===== config.mk =====
export PLATFORM = sky130hd
export DESIGN_NAME = fifo_fwft_reader
export DESIGN_NICKNAME = d
export VERILOG_FILES = /design/src/rtl/fifo_fwft_reader.sv
export SDC_FILE = /design/constraint.sdc
export NUM_CORES = 1
export LEC_CHECK = 0
export CORE_AREA = 3 3 114 116
export DETAILED_ROUTE_END_ITERATION = 6
export DIE_AREA = 0 0 117 119
export PLACE_DENSITY_LB_ADDON = 0.1
export SETUP_SLACK_MARGIN = 0.1
export SLEW_MARGIN = 10
export SYNTH_ARGS = -nofsm -noshare
export SYNTH_HDL_FRONTEND = slang
export SYNTH_SLANG_ARGS = --single-unit

===== constraint.sdc =====
create_clock -name rclk -period 2.82 [get_ports rclk]
set_input_delay 0.564 -clock rclk [delete_from_list [all_inputs] [get_ports rclk]]
set_output_delay 0.564 -clock rclk [all_outputs]
set_load 0.1 [all_outputs]

===== src/rtl/fifo_fwft_reader.sv =====
// First-word-fall-through read adapter for a FIFO with a fixed-latency RAM.
// It prefetches words into a small circular buffer and presents the head as a
// valid/ready stream. Read requests are credit-limited by buf_level, so a word
// coming back from the RAM always has a free buffer slot waiting for it.
module fifo_fwft_reader #(
    parameter  int DATA_WIDTH = 32,
    parameter  int RD_LATENCY = 2,
    localparam int BUF_DEPTH  = RD_LATENCY + 2
) (
    input  logic                             rclk,
    input  logic                             rrst_n,
    input  logic                             rempty,
    output logic                             r_en,
    input  logic [DATA_WIDTH-1:0]            rdata,
    input  logic                             flush,
    output logic                             m_valid,
    input  logic                             m_ready,
    output logic [DATA_WIDTH-1:0]            m_data,
    output logic [$clog2(BUF_DEPTH+1)-1:0]   buf_level
);

    localparam int PTR_W = $clog2(BUF_DEPTH);
    localparam int LVL_W = $clog2(BUF_DEPTH + 1);
    localparam logic [PTR_W-1:0] LAST_PTR = PTR_W'(BUF_DEPTH - 1);
    localparam logic [LVL_W-1:0] FULL_LVL = LVL_W'(BUF_DEPTH);

    logic [DATA_WIDTH-1:0] mem_q [BUF_DEPTH];
    logic [DATA_WIDTH-1:0] mem_d [BUF_DEPTH];
    logic [PTR_W-1:0]      head_q, head_d;
    logic [PTR_W-1:0]      tail_q, tail_d;
    logic [LVL_W-1:0]      count_q, count_d;
    logic [LVL_W-1:0]      level_q, level_d;
    logic [RD_LATENCY-1:0] infl_q, infl_d;

    logic issue;
    logic wr_en;
    logic xfer;

    // Circular pointer increment that wraps at the last buffer entry.
    function automatic logic [PTR_W-1:0] next_ptr(input logic [PTR_W-1:0] p);
        return (p == LAST_PTR) ? '0 : p + 1'b1;
    endfunction

    // Request and handshake decode; r_en depends only on rempty, flush, reset and the level register.
    always_comb begin
        r_en      = rrst_n && !rempty && !flush && (level_q < FULL_LVL);
        issue     = r_en && !rempty;
        wr_en     = infl_q[RD_LATENCY-1];
        m_valid   = (count_q != '0);
        m_data    = mem_q[head_q];
        xfer      = m_valid && m_ready;
        buf_level = level_q;
    end

    // Next-state for the in-flight tracker, buffer storage, pointers and counters; flush wipes everything.
    always_comb begin
        head_d  = head_q;
        tail_d  = tail_q;
        count_d = count_q;
        level_d = level_q;
        infl_d  = infl_q;
        mem_d   = mem_q;
        if (flush) begin
            head_d  = '0;
            tail_d  = '0;
            count_d = '0;
            level_d = '0;
            infl_d  = '0;
        end else begin
            infl_d[0] = issue;
            for (int i = 1; i < RD_LATENCY; i++) begin
                infl_d[i] = infl_q[i-1];
            end
            if (wr_en) begin
                mem_d[tail_q] = rdata;
                tail_d        = next_ptr(tail_q);
            end
            if (xfer) begin
                head_d = next_ptr(head_q);
            end
            count_d = count_q + LVL_W'(wr_en) - LVL_W'(xfer);
            level_d = level_q + LVL_W'(issue) - LVL_W'(xfer);
        end
    end

    // State registers; reset clears the buffer contents too so m_data reads zero.
    always_ff @(posedge rclk or negedge rrst_n) begin
        if (!rrst_n) begin
            head_q  <= '0;
            tail_q  <= '0;
            count_q <= '0;
            level_q <= '0;
            infl_q  <= '0;
            for (int i = 0; i < BUF_DEPTH; i++) begin
                mem_q[i] <= '0;
            end
        end else begin
            head_q  <= head_d;
            tail_q  <= tail_d;
            count_q <= count_d;
            level_q <= level_d;
            infl_q  <= infl_d;
            mem_q   <= mem_d;
        end
    end

endmodule


# Word-level counts from Yosys, hierarchy flattened
# Index checks and enable logic that the tools add are counted.
# totals
ram_bits	0
out_inout_bits	37
mem_bits_ro	0
in_bits	37
regBits	140
latch_bits	0
word_cells	51
mem_count	0
# classes
n_reduce_logical	12
n_shift	0
order_cmp	4
addsub	6
div_mod_pow	0
eq_ne	2
mux	15
mul	0
n_bitwise	3
# op_table
operator	n
bitwise mux 128 bit	1
2-to-1 mux 32 bit	3
binary-select mux 32 bit (select 2 bit)	1
demux 32 bit (select 2 bit)	1
2-to-1 mux 2 bit	7
adder 3 x 1 -> 3 bit	2
>= comparator 3 bit (second input constant)	2
logical AND 1 bit	6
2-to-1 mux 3 bit	2
NOT 2 -> 3 bit	2
subtractor 3 x 1 -> 3 bit	2
adder 2 x 1 -> 2 bit (second input constant)	2
== test 2 bit (second input constant)	2
nonzero test 2 bit	2
< comparator 3 x 1 -> 1 bit (second input constant)	1
< comparator 3 bit (second input constant)	1
nonzero test 3 bit	1
zero test 1 bit	2
AND reduction 2 bit	1
NOT 1 bit	1

# Longest topological paths before layout
# Gate-level depths: netlist of the first run.
# logic_depth
ltp_word	8
mapped_depth	10
ltp_nobuf	9

# Least setup slack after synthesis of the first run
# OpenSTA, ideal clock, no wires.
# synth_timing
kind	input to output
from	input flush
to	output r_en
slack_ns	-1.778
cell_stages	3
arrival_time_ns	4.034
n_path_buf	2
required_time_ns	2.256
path_cell_list	buf_2 > buf_1 > nor4b_1
# synth_between
elab_chain_cells	3
# synth_lines
item	line_no	source
from (decl)	15	input logic flush,
zero test 1 bit	46	r_en = rrst_n && !rempty && !flush && (level_q < FULL_LVL);
logical AND 1 bit (2 in series)	46	
to (decl)	13	output logic r_en,
# Every way passes these cells.

# Worst setup path after layout of the first run
# layout_timing
from	register head_q[1]
to	output m_data[12]
# layout_between
elab_chain_cells	4
# layout_lines
item	line_no	source
from (decl)	29	logic [PTR_W-1:0] head_q, head_d;
from (signal assigned)	89	head_q <= '0;
from (signal assigned)	98	head_q <= head_d;
NOT 2 -> 3 bit (not written as such)	50	m_data = mem_q[head_q];
binary-select mux 32 bit (select 2 bit)	50	
2-to-1 mux 32 bit (not written as such) (2 in series)	50	
to (decl)	18	output logic [DATA_WIDTH-1:0] m_data,
# Every way passes these cells. The select of a mux whose other input is x is not followed.

==> flow_summary_export.csv, run 1 <==
group,metric,value,unit
clocking,clk_pin_slew,50,ps
sta,fin_crit_sh,0.901,
final_layout,num_antenna_cells,0,
pwr,peakVddDrop,0.000774,V
die,die_x,117,um
global_routing,grt_pass1_vias,3940,
critical_path,worstPathMaxFanout,20,
synth,ys_ff_latch,140,
sta,setup_tns,0,ps
clocking,ctsResizeCount,0,
routing,dr.max_layer_used,"met4",
routing,avgRoutedWirePerCell,20.8,um
critical_path,cp-end-kind,"output port",
global_routing,grt.overflow.total,0,
pwr,p_leak,4.38,nW
synth,ys_types,23,
critical_path,worstPathRequired,2260,ps
final_layout,drive_above_1_share,0.535,
critical_path,cp_slowest_cell,"dfrtp_2",
die,die_area,0.0139,mm2
die,rows,40,
sta,fmax,393,MHz
global_routing,grt_pass1_wl,21500,um
hold_path,hold_class,"in -> async",
sta,tightest_slew,1020,ps
synth,ys_seq_area_frac,0.517,
routing,via_count,3459,
outcome,status,"finished, final reports clean",
routing,drt_iter0_drc,178,
routing,wl_met3,554,um
global_routing,grt.total_usage,0.205,
clocking,postCtsSetupRepairBufs,0,
synth,synth.area.top_cells,"dfrtp_1 (52%), mux2_4 (27%), mux4_2 (11%)",
critical_path,cp.arrival,1980,ps
sta,rsz0062_at_grt,"false",
critical_path,critPathMaxStageDelay,760,ps
job,max_cap_violations,0,
placement,place_inst,582,
die,fp.dieH,119,um
synth,synth_warnings,0,
critical_path,crit_chain,"buf_12 > mux4_2 > buf_12",
clocking,cts_buffer_depth,2,
final_layout,final_util,0.712,
pwr,p_total,8.78,mW
sta,relSlewSlack,0.318,
clocking,postCtsHoldBufs,0,
clocking,cts_tree,"yes",
sta,setup_viol,0,
synth,netlist_area,0.00678,mm2
die,initial_utilization,0.564,
routing,drc,0,
final_layout,area_delta_synth_final,26.1,%
routing,antenna_left,0,
synth,syn_nets,417,
sta,period_needed,2540,ps
critical_path,path_buf_inv,2,
synth,syn_inst,369,
routing,viasPerCell,5.63,
global_routing,grt_max_degree,82,
sta,slew_viol_final,0,
die,ios,74,
clocking,clock_latency,420,ps
routing,firstDrtPassIters,4,
critical_path,startpoint_type,"register",
placement,place_congestion,0.694,
sta,report.final.hold_viol_count,0,
critical_path,worst-setup-path-type,"reg -> out",
placement,io_buffers,73,
synth,synth_top_area_frac,0.517,
clocking,numCtsBuffers,17,
final_layout,final_cells,614,
clocking,cts_root_buf,"clkbuf_16",
clocking,cts_max_level,4,
die,core-area,0.0120,mm2
sta,skew,5.18,ps
critical_path,critPathTopFamily,"flip-flops",
global_routing,grt_antenna_before_repair,0,
final_layout,nNetsFinal,502,
placement,hpwl,8100,um
routing,routed_wl,12800,um
pwr,power_density,1030,mW/mm2
clocking,clock-sinks,140,
synth,yosysTopAreaCell,"dfrtp_1",
routing,wl_met1,5750,um
routing,wl_met2,6260,um
synth,syn_avg_cell_area,18.4,um2
critical_path,cpMostUsedCell,"buf_12",
## routing by layer
layer  global-route usage  vias to the layer above
met3               0.0615                       16
li1                     -                     1519
met4               0.0717                        0
met1                0.287                     1847
met2                0.304                       77
met5                    0                        -
## sequential cells by signal, indices dropped and copies added, names as in the netlist
register	flops
mem_q	128
buf_level	3
count_q	3
head_q	2
infl_q	2
tail_q	2
## worst paths after layout
| check | startpoint | endpoint | slack [ps] | cells past startpoint |
|---|---|---|---|---|
| setup / recovery | head_q[1]$_DFFE_PN0P_ | m_data[12] | 280 | 3 |
| hold / removal | rrst_n | count_q[1]$_DFF_PN0_ | 390 | 2 |
| setup reg to reg | buf_level[2]$_DFF_PN0_ | buf_level[2]$_DFF_PN0_ | 650 | 9 |
| hold reg to reg | infl_q[0]$_DFF_PN0_ | infl_q[1]$_DFF_PN0_ | 480 | 1 |
| max in group asynchronous | rrst_n | mem_q[116]$_DFFE_PN0P_ | 1090 | 3 |
| min in group rclk | rrst_n | infl_q[0]$_DFF_PN0_ | 430 | 2 |
## worst reg2reg max path, cell delays in order, from the launching register on
cell and delay (ps):
dfrtp_1 430, nor4b_1 390, inv_1 80, ha_1 290, inv_1 50, ha_1 130
inv_1 50, fa_1 370, xnor3_1 210, nor2_1 40
## cells by family after synthesis
kind of cell    after synthesis  share of synthesized area
fa+ha+maj                    11                     0.0225
buf+inv                      31                     0.0362
flops                       140                      0.517
xor+xnor                      3                    0.00794
compound gates                1                    0.00129
mux                         163                      0.390
simple gates                 20                     0.0249
## synth_stat cells
cell type    n
inv_1        8
buf_1        1
xnor3_1      2
buf_2        4
mux4_2      32
nor3_1       1
mux2_2       9
dfrtp_1    140
nor4b_1      2
clkbuf_1     1
or3_1        1
o31a_1       1
nand2b_1     2
buf_6       16
nand3b_4     4
mux2i_1      2
nor2_1       6
fa_1         2
buf_4        1
xnor2_1      1
ha_1         9
nor2b_1      4
mux2_4     120
## power breakdown
group | leakage [nW] | switching, mW | internal [mW]
sequential | 1.89 | 0.189 | 2.26
clock | 0.263 | 0.793 | 1.18
combinational | 2.23 | 2.62 | 1.74
total | 4.38 | 3.60 | 5.18
## placed cells by master, fill, tap and decap left out, types with 6 or more instances in the layout
cell,n
buf_12,40
nor2_1,6
mux2_2,9
mux2_4,120
ha_1,9
buf_4,13
mux4_2,32
clkdlybuf4s50_1,35
inv_1,8
clkbuf_16,17
clkinv_2,7
dfrtp_1,138
## stage by stage
stage | worst slack, ps | hold slack (ps) | area (um2)
after CTS | 261 | 417 | 8550
final | 278 | 394 | 8550
after detailed placement | 56.3 | 472 | 8020
after floorplan | 261 | 268 | 6790
after global routing | 218 | 431 | 8550
after global placement | 141 | 444 | 8020
## final cells by class
class	instances	area (um2)
clock buffers	24	482
clock inverters	8	42.5
fillers	774	3460
inverters	8	30.0
multi-input cells	198	3040
flip-flops and latches	140	3510
well taps	147	184
repair buffers	89	1260
Note: power is estimated with default switching activity, not from simulation.
==> run 2, diff against run 1 <==
--- a/config.mk
+++ b/config.mk
@@ -5,12 +5,11 @@
 export SDC_FILE = /design/constraint.sdc
 export NUM_CORES = 1
 export LEC_CHECK = 0
-export CORE_AREA = 3 3 114 116
+export CORE_AREA = 3 3 132 134
 export DETAILED_ROUTE_END_ITERATION = 6
-export DIE_AREA = 0 0 117 119
+export DIE_AREA = 0 0 135 137
 export PLACE_DENSITY_LB_ADDON = 0.1
 export SETUP_SLACK_MARGIN = 0.1
-export SLEW_MARGIN = 10
 export SYNTH_ARGS = -nofsm -noshare
 export SYNTH_HDL_FRONTEND = slang
 export SYNTH_SLANG_ARGS = --single-unit
==> run 2 against run 1 <==
- utilization decreased by 18 points
- die area increased by 33%
- count of clock-buffer cells in the layout decreased by 1
- combinational power about the same
- via count about the same
- critical path depth unchanged
- clock power increased by 14%
- total power increased by 3.4%
- critical endpoint is now m_data[8]
- largest cell class unchanged
- highest routed layer unchanged
==> flow_summary_export.csv, run 2 (synthesized netlist as in run 1, its figures left out) <==
group,metric,value,unit
clocking,postCtsSetupRepairBufs,0,
final_layout,regMostFlops,"mem_q",
critical_path,critPathTopFamily,"flip-flops",
sta,final.setup.worst_slack,240,ps
routing,viasPerCell,5.04,
placement,place_inst,656,
final_layout,layout_common_cells,"dfrtp_1 (138), mux2_4 (120), buf_12 (44), clkdlybuf4s50_1 (35), mux4_2 (32)",
placement,hpwl,8440,um
critical_path,cp_slowest_cell,"dfrtp_2",
routing,antenna_left,0,
clocking,numCtsBuffers,17,
global_routing,grt_pass1_vias,3964,
clocking,clock-sinks,140,
critical_path,worstPathRequired,2260,ps
job,max_cap_violations,0,
routing,via_count,3456,
routing,drc,0,
critical_path,crit_cells,3,
critical_path,worstPathMaxFanout,9,
sta,setup_viol,0,
sta,period_needed,2580,ps
sta,fin_crit_sh,0.915,
global_routing,grt_antenna_before_repair,0,
die,fp.dieH,137,um
final_layout,area_delta_synth_final,29.2,%
global_routing,grt_max_degree,141,
final_layout,num_antenna_cells,0,
final_layout,fillCellCount,1318,
die,initial_utilization,0.413,
sta,relSlewSlack,0.454,
pwr,p_leak,4.43,nW
die,die_area,0.0185,mm2
final_layout,drive_above_1_share,0.534,
outcome,status,"finished, final reports clean",
critical_path,path_buf_inv,2,
sta,slew_viol_final,0,
routing,avgRoutedWirePerCell,19.8,um
critical_path,reg2regPathDepth,9,
critical_path,cp-end-kind,"output port",
clocking,cts_root_buf,"clkbuf_16",
clocking,postCtsHoldBufs,0,
placement,place_congestion,0.709,
global_routing,grt_pass1_wl,22500,um
global_routing,grt.total_usage,0.160,
sta,tightest_slew,819,ps
final_layout,final_cells,686,
critical_path,critPathMaxStageDelay,590,ps
critical_path,cp.arrival,2020,ps
final_layout,final_util,0.534,
sta,holdWs,252,ps
clocking,cts_max_level,4,
routing,wl_met3,471,um
sta,report.final.hold_viol_count,0,
routing,routed_wl,13600,um
global_routing,grt.overflow.total,0,
clocking,clk_pin_slew,60,ps
routing,firstDrtPassIters,4,
placement,io_buffers,73,
hold_path,hold_class,"in -> async",
critical_path,r2r_setup_slack,630,ps
die,ios,74,
final_layout,final_common_cell,"dfrtp_1",
clocking,cts_buffer_depth,2,
sta,setup_tns,0,ps
critical_path,startpoint,"head_q[0]$_DFFE_PN0P_",
critical_path,r2r-start,"buf_level[2]$_DFF_PN0_",
routing,wl_met1,6350,um
routing,wl_met2,6630,um
final_layout,nNetsFinal,503,
sta,rsz0062_at_grt,"false",
routing,drt_iter0_drc,211,
critical_path,crit_chain,"buf_4 > mux4_2 > buf_12",
pwr,peakVddDrop,0.000706,V
clocking,cts_tree,"yes",
critical_path,startpoint_type,"register",
clocking,ctsResizeCount,0,
die,die_x,135,um
clocking,clock_latency,410,ps
routing,dr.max_layer_used,"met4",
final_layout,largest_reg_flops,128,
critical_path,worst-setup-path-type,"reg -> out",
sta,fmax,388,MHz
sta,skew,4.26,ps
pwr,power_density,1040,mW/mm2
critical_path,reg2reg_to,"buf_level[2]$_DFF_PN0_",
die,core-area,0.0164,mm2
die,rows,47,
placement,pre_cts_slack,60.1,ps
critical_path,worstSetupEndpoint,"m_data[8]",
-- run 2: cell types whose count changed in the layout (fill, tap and decap cells not counted), sizes merged --
cell,previous run,this run
bufinv,0,3
clkinvlp,1,2
clkinv,7,2
buf,54,55
clkbuf,24,23
-- run 2: worst min path at each step --
stage / from / end / cells past startpoint
2_1_floorplan: rrst_n / buf_level[0]$_DFF_PN0_ / 0
3_3_place_gp: infl_q[0]$_DFF_PN0_ / infl_q[1]$_DFF_PN0_ / 1
3_5_place_dp: infl_q[0]$_DFF_PN0_ / infl_q[1]$_DFF_PN0_ / 1
4_1_cts: rrst_n / count_q[1]$_DFF_PN0_ / 2
5_1_grt: rrst_n / mem_q[98]$_DFFE_PN0P_ / 2
6_report: rrst_n / mem_q[2]$_DFFE_PN0P_ / 2
-- run 2: worst register-to-register path, delay by kind of cell, from the launching register on --
family	cells	cell delay [ps]
buf+inv	3	190
flops	1	440
xor+xnor	1	210
fa+ha+maj	3	800
simple gates	2	430
-- run 2: cell type report --
class / instances / area, um2 / share of cell area
tap: 220 / 275 / 0.0314
clock inverter: 7 / 115 / 0.0131
multi-input combinational: 198 / 3040 / 0.348
inverter: 8 / 30.0 / 0.00343
sequential: 140 / 3510 / 0.400
clock buffer: 23 / 468 / 0.0535
timing repair buffer: 90 / 1320 / 0.150
-- run 2: layer usage --
layer,track usage,vias up
met2,0.248,57
met4,0.0470,0
met3,0.0449,11
met5,0,-
met1,0.221,1868
li1,-,1520
-- run 2: power breakdown --
| group | internal [mW] | total, mW | switching, mW |
|---|---|---|---|
| Combinational | 1.76 | 4.37 | 2.61 |
| Clock | 1.42 | 2.24 | 0.816 |
| Sequential | 2.26 | 2.47 | 0.209 |
| Total | 5.45 | 9.08 | 3.63 |
-- run 2: through the flow --
stage               total power, mW  area, um2
floorplan                      5.42       6790
global placement               6.87       8170
detailed placement             6.91       8170
CTS                            9.20       8750
global route                   9.41       8750
finish                         9.08       8750
